## src/rtl/rr_arbiter_pkg.sv

```systemverilog
// Shared constants and types for the round-robin arbiter and its consumers.
package rr_arbiter_pkg;

  localparam int DEF_NUM_REQ    = 16;
  localparam int DEF_DATA_WIDTH = 64;

  typedef logic [DEF_NUM_REQ-1:0]         req_vec_t;
  typedef logic [$clog2(DEF_NUM_REQ)-1:0] req_idx_t;

endpackage

```

## src/rtl/rr_arbiter_encoder.sv

```systemverilog
// One-hot to binary encoder; an all-zero input encodes to index 0.
module encoder #(
  parameter int NUM_WIRE = 16
) (
  input  logic [NUM_WIRE-1:0]         wire_in,
  output logic [$clog2(NUM_WIRE)-1:0] index_o
);

  localparam int IDX_W = $clog2(NUM_WIRE);

  // OR-reduction of set-bit indices is exact for a one-hot input.
  always_comb begin
    index_o = '0;
    for (int i = 0; i < NUM_WIRE; i++) begin
      if (wire_in[i]) index_o = index_o | IDX_W'(i);
    end
  end

endmodule

```

## src/rtl/rr_arbiter.sv

```systemverilog
// Round-robin valid/ready arbiter with a one-entry registered output stage.
// Define RR_ARBITER_FIXED_PRIORITY_EN for fixed priority (lowest index wins).
module rr_arbiter
  import rr_arbiter_pkg::*;
#(
  parameter int NUM_REQ    = DEF_NUM_REQ,
  parameter int DATA_WIDTH = DEF_DATA_WIDTH
) (
  input  logic                            clk_i,
  input  logic                            arst_i,
  input  logic [NUM_REQ-1:0]              req_valid_i,
  input  logic [NUM_REQ*DATA_WIDTH-1:0]   req_data_i,
  output logic [NUM_REQ-1:0]              req_ready_o,
  output logic                            out_valid_o,
  input  logic                            out_ready_i,
  output logic [DATA_WIDTH-1:0]           out_data_o,
  output logic [NUM_REQ-1:0]              gnt_onehot_o,
  output logic [$clog2(NUM_REQ)-1:0]      gnt_index_o
);

  localparam int IDX_W = $clog2(NUM_REQ);

  logic                  outValid_q, outValid_d;
  logic [DATA_WIDTH-1:0] outData_q, outData_d;
  logic [NUM_REQ-1:0]    gntOnehot_q, gntOnehot_d;
  logic [IDX_W-1:0]      ptr;

  logic [NUM_REQ-1:0]    rotated;
  logic [IDX_W-1:0]      rotIdx;
  logic [IDX_W-1:0]      offset;
  logic [IDX_W-1:0]      winner;
  logic                  anyValid;
  logic                  stageFree;
  logic                  grant;
  logic [NUM_REQ-1:0]    readyVec;
  logic [DATA_WIDTH-1:0] winData;

  // Rotate so ptr sits at bit 0, take the lowest set bit, then rotate back.
  always_comb begin
    rotated  = '0;
    rotIdx   = '0;
    offset   = '0;
    anyValid = 1'b0;
    for (int i = 0; i < NUM_REQ; i++) begin
      rotIdx     = IDX_W'(i) + ptr;
      rotated[i] = req_valid_i[rotIdx];
    end
    for (int i = NUM_REQ - 1; i >= 0; i--) begin
      if (rotated[i]) begin
        offset   = IDX_W'(i);
        anyValid = 1'b1;
      end
    end
    winner = offset + ptr;
  end

  always_comb begin
    stageFree = !outValid_q || out_ready_i;
    grant     = stageFree && anyValid;
    readyVec  = '0;
    winData   = '0;
    if (grant) readyVec[winner] = 1'b1;
    for (int i = 0; i < NUM_REQ; i++) begin
      if (IDX_W'(i) == winner) winData = req_data_i[i*DATA_WIDTH +: DATA_WIDTH];
    end
  end

  always_comb begin
    outValid_d  = outValid_q;
    outData_d   = outData_q;
    gntOnehot_d = gntOnehot_q;
    if (grant) begin
      outValid_d  = 1'b1;
      outData_d   = winData;
      gntOnehot_d = readyVec;
    end else if (stageFree) begin
      outValid_d  = 1'b0;
      gntOnehot_d = '0;
    end
  end

  always_ff @(posedge clk_i or posedge arst_i) begin
    if (arst_i) begin
      outValid_q  <= 1'b0;
      outData_q   <= '0;
      gntOnehot_q <= '0;
    end else begin
      outValid_q  <= outValid_d;
      outData_q   <= outData_d;
      gntOnehot_q <= gntOnehot_d;
    end
  end

`ifdef RR_ARBITER_FIXED_PRIORITY_EN
  assign ptr = '0;
`else
  logic [IDX_W-1:0] ptr_q, ptr_d;

  // The pointer width equals log2(NUM_REQ), so winner+1 wraps on its own.
  always_comb begin
    ptr_d = ptr_q;
    if (grant) ptr_d = winner + IDX_W'(1);
  end

  always_ff @(posedge clk_i or posedge arst_i) begin
    if (arst_i) ptr_q <= '0;
    else        ptr_q <= ptr_d;
  end

  assign ptr = ptr_q;
`endif

  assign req_ready_o  = readyVec;
  assign out_valid_o  = outValid_q;
  assign out_data_o   = outData_q;
  assign gnt_onehot_o = gntOnehot_q;

  encoder #(
    .NUM_WIRE(NUM_REQ)
  ) u_encoder (
    .wire_in(gntOnehot_q),
    .index_o(gnt_index_o)
  );

endmodule

```

## config.mk

```make
export PLATFORM = sky130hd
export DESIGN_NAME = rr_arbiter
export DESIGN_NICKNAME = d
export VERILOG_FILES = /design/src/rtl/rr_arbiter_pkg.sv /design/src/rtl/rr_arbiter_encoder.sv /design/src/rtl/rr_arbiter.sv
export SDC_FILE = /design/constraint.sdc
export NUM_CORES = 1
export LEC_CHECK = 0
export ABC_AREA = 1
export CAP_MARGIN = 30
export CORE_AREA = 2 2 445 447
export DETAILED_ROUTE_END_ITERATION = 8
export DIE_AREA = 0 0 447 449
export HOLD_SLACK_MARGIN = 0.05
export PLACE_DENSITY_LB_ADDON = 0.15
export SETUP_SLACK_MARGIN = 0.3
export SLEW_MARGIN = 20
export SYNTH_ARGS = -nofsm -noshare
export SYNTH_HDL_FRONTEND = slang
export SYNTH_SLANG_ARGS = --single-unit
export TNS_END_PERCENT = 50
```

## constraint.sdc

```tcl
create_clock -name clk_i -period 7 [get_ports clk_i]
set_input_delay 1.4 -clock clk_i [delete_from_list [all_inputs] [get_ports clk_i]]
set_output_delay 1.4 -clock clk_i [all_outputs]
set_load 0.005 [all_outputs]
```

==> results of run 1 <==
==> per-layer routing <==
metal	wire (um)	vias up	GRT usage, %
met2	104000	1021	34.5
met3	12900	178	3.65
met4	3930	52	5.06
met1	78500	12839	22.6
met5	338	-	0
li1	-	12537	-
==> flip-flops by register name, summed over array words and instances (netlist names) <==
name and cells:
out_data_o 64, gnt_onehot_o 16, ptr 4, out_valid_o 1
==> worst max path at each step <==
stage	start	cells past startpoint	endpoint	slack, ns
finish	req_valid_i[10]	28	req_ready_o[2]	0.57
global route	req_valid_i[3]	44	out_data_o[34]$_DFFE_PP0P_	0.22
CTS	req_valid_i[5]	26	req_ready_o[6]	0.23
detailed placement	req_valid_i[9]	44	out_data_o[18]$_DFFE_PP0P_	-0.58
global placement	req_valid_i[9]	44	out_data_o[18]$_DFFE_PP0P_	-0.75
floorplan	ptr[1]$_DFFE_PP0P_	32	req_ready_o[13]	0.36
==> cell type report <==
class	count	area [um^2]
Timing Repair Buffer	1441	14600
Fill cell	23120	162000
Multi-Input combinational cell	2544	12000
Clock buffer	10	229
Sequential cell	85	2130
Tap cell	2640	3300
Clock inverter	6	53.8
Inverter	340	1310
Antenna cell	44	110
==> cell families after synthesis <==
logic type | count (synthesis) | synth area share [%]
flip-flops | 85 | 13.3
AND/OR/NAND/NOR | 2245 | 60.0
AO/OA/AOI/OAI | 273 | 10.4
XOR/XNOR | 11 | 0.601
buffers and inverters | 566 | 14.5
adder cells (fa/ha/maj) | 15 | 1.22
==> placed cells by master, fill, tap and decap left out, drive strengths merged, types with 85 or more instances in the layout <==
| master | netlist | layout |
|---|---|---|
| o21ai | 100 | 100 |
| nand2 | 1278 | 1278 |
| inv | 336 | 336 |
| buf | 110 | 304 |
| a21oi | 89 | 89 |
| clkdlybuf4s50 | 0 | 1111 |
| nor2 | 286 | 286 |
| or2 | 124 | 124 |
| nand3 | 495 | 495 |
| dfrtp | 85 | 85 |
==> worst register-to-register path: cells and delay by family, from the launching register on <==
family	cells	cell delay, ns
simple gates	25	2.58
fa+ha+maj	4	1.39
buf+inv	8	1.27
compound gates	5	0.65
flops	1	0.38
==> repair_timing <==
item                                    CTS  global route
cloned                                    1             1
hold endpoints to repair                  0             0
setup buffers                            10             5
resized for setup                        59           139
pin swaps                                 6            10
endpoints found under the setup margin   72            77
==> metrics by stage <==
| step | hold WS, ns | cells | util (%) | worst slack, ns |
|---|---|---|---|---|
| 2_1_floorplan | 0.507 | 3195 | - | 0.357 |
| 3_3_place_gp | 0.543 | 7032 | 16.7 | -0.752 |
| 3_5_place_dp | 0.554 | 7033 | 16.7 | -0.581 |
| 4_1_cts | 0.569 | 7060 | 17.0 | 0.228 |
| 5_1_grt | 0.596 | 7097 | 17.2 | 0.221 |
| 6_report | 0.566 | 7110 | 17.2 | 0.569 |
==> flow_metrics.tcl, run 1 <==
set metrics [dict create \
    synth_top_cell_by_area "nand2_1" \
    netlist_area_mm2 0.0160 \
    cts_root_buf "clkbuf_16" \
    rsz0062_at_grt "true" \
    num_vias 26627 \
    worstSkewPairLatency_ns 0.44 \
    placed_area_mm2 0.0328 \
    tritoncts "done" \
    die_h_um 449 \
    worst_pin_slew_ns 1.00 \
    max_stage_delay_ns 0.46 \
    io_buffers 1143 \
    drt_iter0_markers 2375 \
    path_clk_slew_ns 0.08 \
    crit_arrival_ns 5.03 \
    synth_top_cell_area_share_pct 29.8 \
    synth-async-reset-ratio_pct 100 \
    synth-seq-cells 85 \
    final_hold_viol_count 0 \
    path_class "primary input to primary output" \
    drt-pass1-iter-count 5 \
    dp_hpwl_um 172000 \
    slew-limit-headroom_pct 33.3 \
    ant_nets 0 \
    antenna_found_initial 107 \
    grt_pass1_vias 26541 \
    cp_data_required_time_ns 5.60 \
    drcViolationCount 0 \
    syn_avg_cell_area_um2 5.02 \
    cts_buffers 9 \
    drive_above_1_share_pct 11.4 \
    synth.top_cells.by_count "nand2_1, nand3_1, inv_1" \
    reg2regPathDepth 42 \
    clockBufferDepth 2 \
    io_pins 1144 \
    yosysWarningCount 0 \
    crit_fanout 11 \
    synth_area_leaders "nand2_1, nand3_1, dfrtp_1" \
    start_util_pct 8.17 \
    min_to "gnt_onehot_o[0]$_DFFE_PP0P_" \
    synth-edff-count 0 \
    routabilityCongestion 0.933 \
    rows 163 \
    crit_path_start_kind "primary input" \
    crit_buf_inv 7 \
    slowest_stage "fa_2" \
    synth.most_common_cell "nand2_1" \
    drv_cap 0 \
    status "complete, no violations" \
    finalClockSkew_ns 0.0310 \
    core_mm2 0.196 \
    overflow 0 \
    ys_seq_area_share_pct 13.3 \
    htreeDepth 3 \
    r2r-end "out_data_o[15]$_DFFE_PP0P_" \
    min_path_cells 1 \
    grt_pass1_wl_um 255000 \
    r2r-start "ptr[1]$_DFFE_PP0P_" \
    max_freq_mhz 155 \
    setup_tns_ns 0 \
    area_growth_pct 111 \
    syn_nets 4253 \
    period_share_pct 91.9 \
    finalNetCount 5479 \
    die_w_um 447 \
    reg2reg_slack_ns 0.66 \
    synth_cell_types 42 \
    avgViaCountPerCell 3.75 \
    holdCritStartpoint "gnt_onehot_o[0]$_DFFE_PP0P_" \
    clock_sinks 85 \
    fin_crit_ns 6.43 \
    postLayoutCellArea_mm2 0.0338 \
    dieArea_mm2 0.201 \
    synth_ff_type "dfrtp_1" \
    routed_wl_um 200000 \
    route.detailed.wl_per_inst_um 28.1 \
    hold_path.class "flop to flop" \
    grt_max_degree 59 \
    grt_usage_pct 19.0 \
    finalSetupViolations 0 \
    cp_top_family "buffers and inverters" \
    ctsHoldBuffers 0 \
    synthCells 3195 \
    crit_path_end_kind "primary output" \
    drv_slew 0 \
]
Power of run 1 is left out: the tool's default activity adds up to more than one toggle a clock period on the data nets, which glitch-free logic cannot reach.
==> inputs of run 2 (changes only) <==
Settings changed: GPL_ROUTABILITY_DRIVEN from default to 0.
==> flow_metrics.tcl, run 2 (same netlist as run 1, synthesis figures left out) <==
set metrics [dict create \
    cp_data_required_time_ns 5.60 \
    worst_pin_slew_ns 1.03 \
    avgViaCountPerCell 3.72 \
    r2r-start "ptr[0]$_DFFE_PP0P_" \
    io_buffers 1143 \
    reg2regPathDepth 40 \
    pre_cts_slack_ns -0.486 \
    met3_usage_pct 3.84 \
    core_mm2 0.196 \
    largest_reg_flops 64 \
    finalNetCount 5465 \
    start_util_pct 8.17 \
    grt_usage_pct 18.7 \
    fin_ws_ns 0.628 \
    fin_cells 7088 \
    rsz0062_at_grt "false" \
    cts_root_buf "clkbuf_16" \
    met2_usage_pct 33.7 \
    drv_slew 0 \
    num_vias 26339 \
    path_clk_slew_ns 0.07 \
    tritoncts "done" \
    grt_max_degree 80 \
    dp_cells 7021 \
    die_w_um 447 \
    clockBufferDepth 2 \
    r2r-end "out_data_o[62]$_DFFE_PP0P_" \
    cts_buffers 9 \
    ctsHoldBuffers 0 \
    dp_hpwl_um 167000 \
    max_freq_mhz 157 \
    setup_tns_ns 0 \
    final_cell_mix "nand2_1, clkdlybuf4s50_1, nand3_1, inv_1, nor2_1" \
    min_path_cells 1 \
    dieArea_mm2 0.201 \
    antenna_found_initial 76 \
    drive_above_1_share_pct 11.5 \
    io_pins 1144 \
    fin_hold_ws_ns 0.529 \
    period_share_pct 91.0 \
    path_class "primary input to primary output" \
    slew-limit-headroom_pct 31.4 \
    reg2reg_slack_ns 0.78 \
    crit_fanout 4 \
    routed_wl_um 196000 \
    hold_path.class "flop to flop" \
    top_usage_layer "met2" \
    drcViolationCount 0 \
    holdCritStartpoint "gnt_onehot_o[0]$_DFFE_PP0P_" \
    crit_path_start_kind "primary input" \
    die_h_um 449 \
    finalClockSkew_ns 0.0279 \
    grt_pass1_vias 26290 \
    grt_util_met1_pct 22.4 \
    crit_path_end_kind "primary output" \
    max_stage_delay_ns 0.44 \
    rows 163 \
    status "complete, no violations" \
    area_growth_pct 110 \
    fin_crit_ns 6.37 \
    route.detailed.wl_per_inst_um 27.6 \
    final_hold_viol_count 0 \
    slowest_stage "fa_1" \
    finalSetupViolations 0 \
    final_common_cell "nand2_1" \
    clock_sinks 85 \
    worstSkewPairLatency_ns 0.44 \
    overflow 0 \
    min_to "gnt_onehot_o[0]$_DFFE_PP0P_" \
    crit_arrival_ns 4.97 \
    drt_iter0_markers 2007 \
    drt-pass1-iter-count 5 \
    grt_pass1_wl_um 251000 \
    drv_cap 0 \
    ant_nets 0 \
    htreeDepth 3 \
]
-- run 2: cell count changes in the layout (fill, tap and decap cells not counted), moves of 5 or more --
cell	delta
nor2_1	+7
buf_2	+5
nor2_2	-10
buf_12	-6
diode_2	-8
nand3_1	-9
nand2_1	-17
buf_4	-5
nand3_2	+9
nand2_2	+16
clkbuf_2	-5
-- run 2: area by class of cell --
| cell class | instances | area (um^2) |
|---|---|---|
| clock inverter | 6 | 96.3 |
| clock buffer | 10 | 229 |
| multi-input combinational | 2544 | 12100 |
| fill | 22926 | 163000 |
| inverter | 340 | 1310 |
| antenna | 36 | 90.1 |
| tap | 2640 | 3300 |
| timing repair buffer | 1427 | 14400 |
| sequential | 85 | 2130 |
-- run 2: worst max-delay path by stage --
stage	startpoint	endpoint	slack, ns	cells past startpoint
after floorplan	ptr[1]$_DFFE_PP0P_	req_ready_o[13]	0.36	32
after global placement	req_valid_i[9]	out_data_o[18]$_DFFE_PP0P_	-0.58	41
after detailed placement	req_valid_i[9]	out_data_o[18]$_DFFE_PP0P_	-0.49	41
after CTS	req_valid_i[15]	req_ready_o[15]	0.22	28
after global routing	req_valid_i[5]	req_ready_o[3]	0.31	28
final	req_valid_i[7]	req_ready_o[7]	0.63	28
-- run 2: metrics by stage --
| stage | area, um^2 | util, % |
|---|---|---|
| after floorplan | 16000 | - |
| after global placement | 32600 | 16.6 |
| after detailed placement | 32600 | 16.6 |
| after CTS | 33100 | 16.8 |
| after global routing | 33600 | 17.1 |
| final | 33600 | 17.2 |
-- run 2: metal layers --
metal	vias up	wire, um
met3	150	12000
met1	12693	79300
li1	12514	-
met2	940	100000
met5	-	273
met4	42	3680
-- run 2: timing repair --
item / 4_1_cts / 5_1_grt
setup buffers: 3 / 10
pin swaps: 4 / 22
resized for setup: 77 / 140
endpoints found under the setup margin: 63 / 80
cloned: 0 / 2
-- run 2: worst max-delay path: cells and delay by family --
kind	cells	cell delay (ns)
buf+inv	7	1.16
compound gates	5	0.52
simple gates	13	1.02
fa+ha+maj	3	0.87
Power of run 2 is left out for the same reason.
==> inputs of run 3 (changes only) <==
Settings changed: SLEW_MARGIN 20 to 30, TNS_END_PERCENT 50 to default.
==> results of run 3 <==
Same layout as run 2: the final DEF is identical, and so are final timing and power.
Power of run 3 is left out for the same reason.
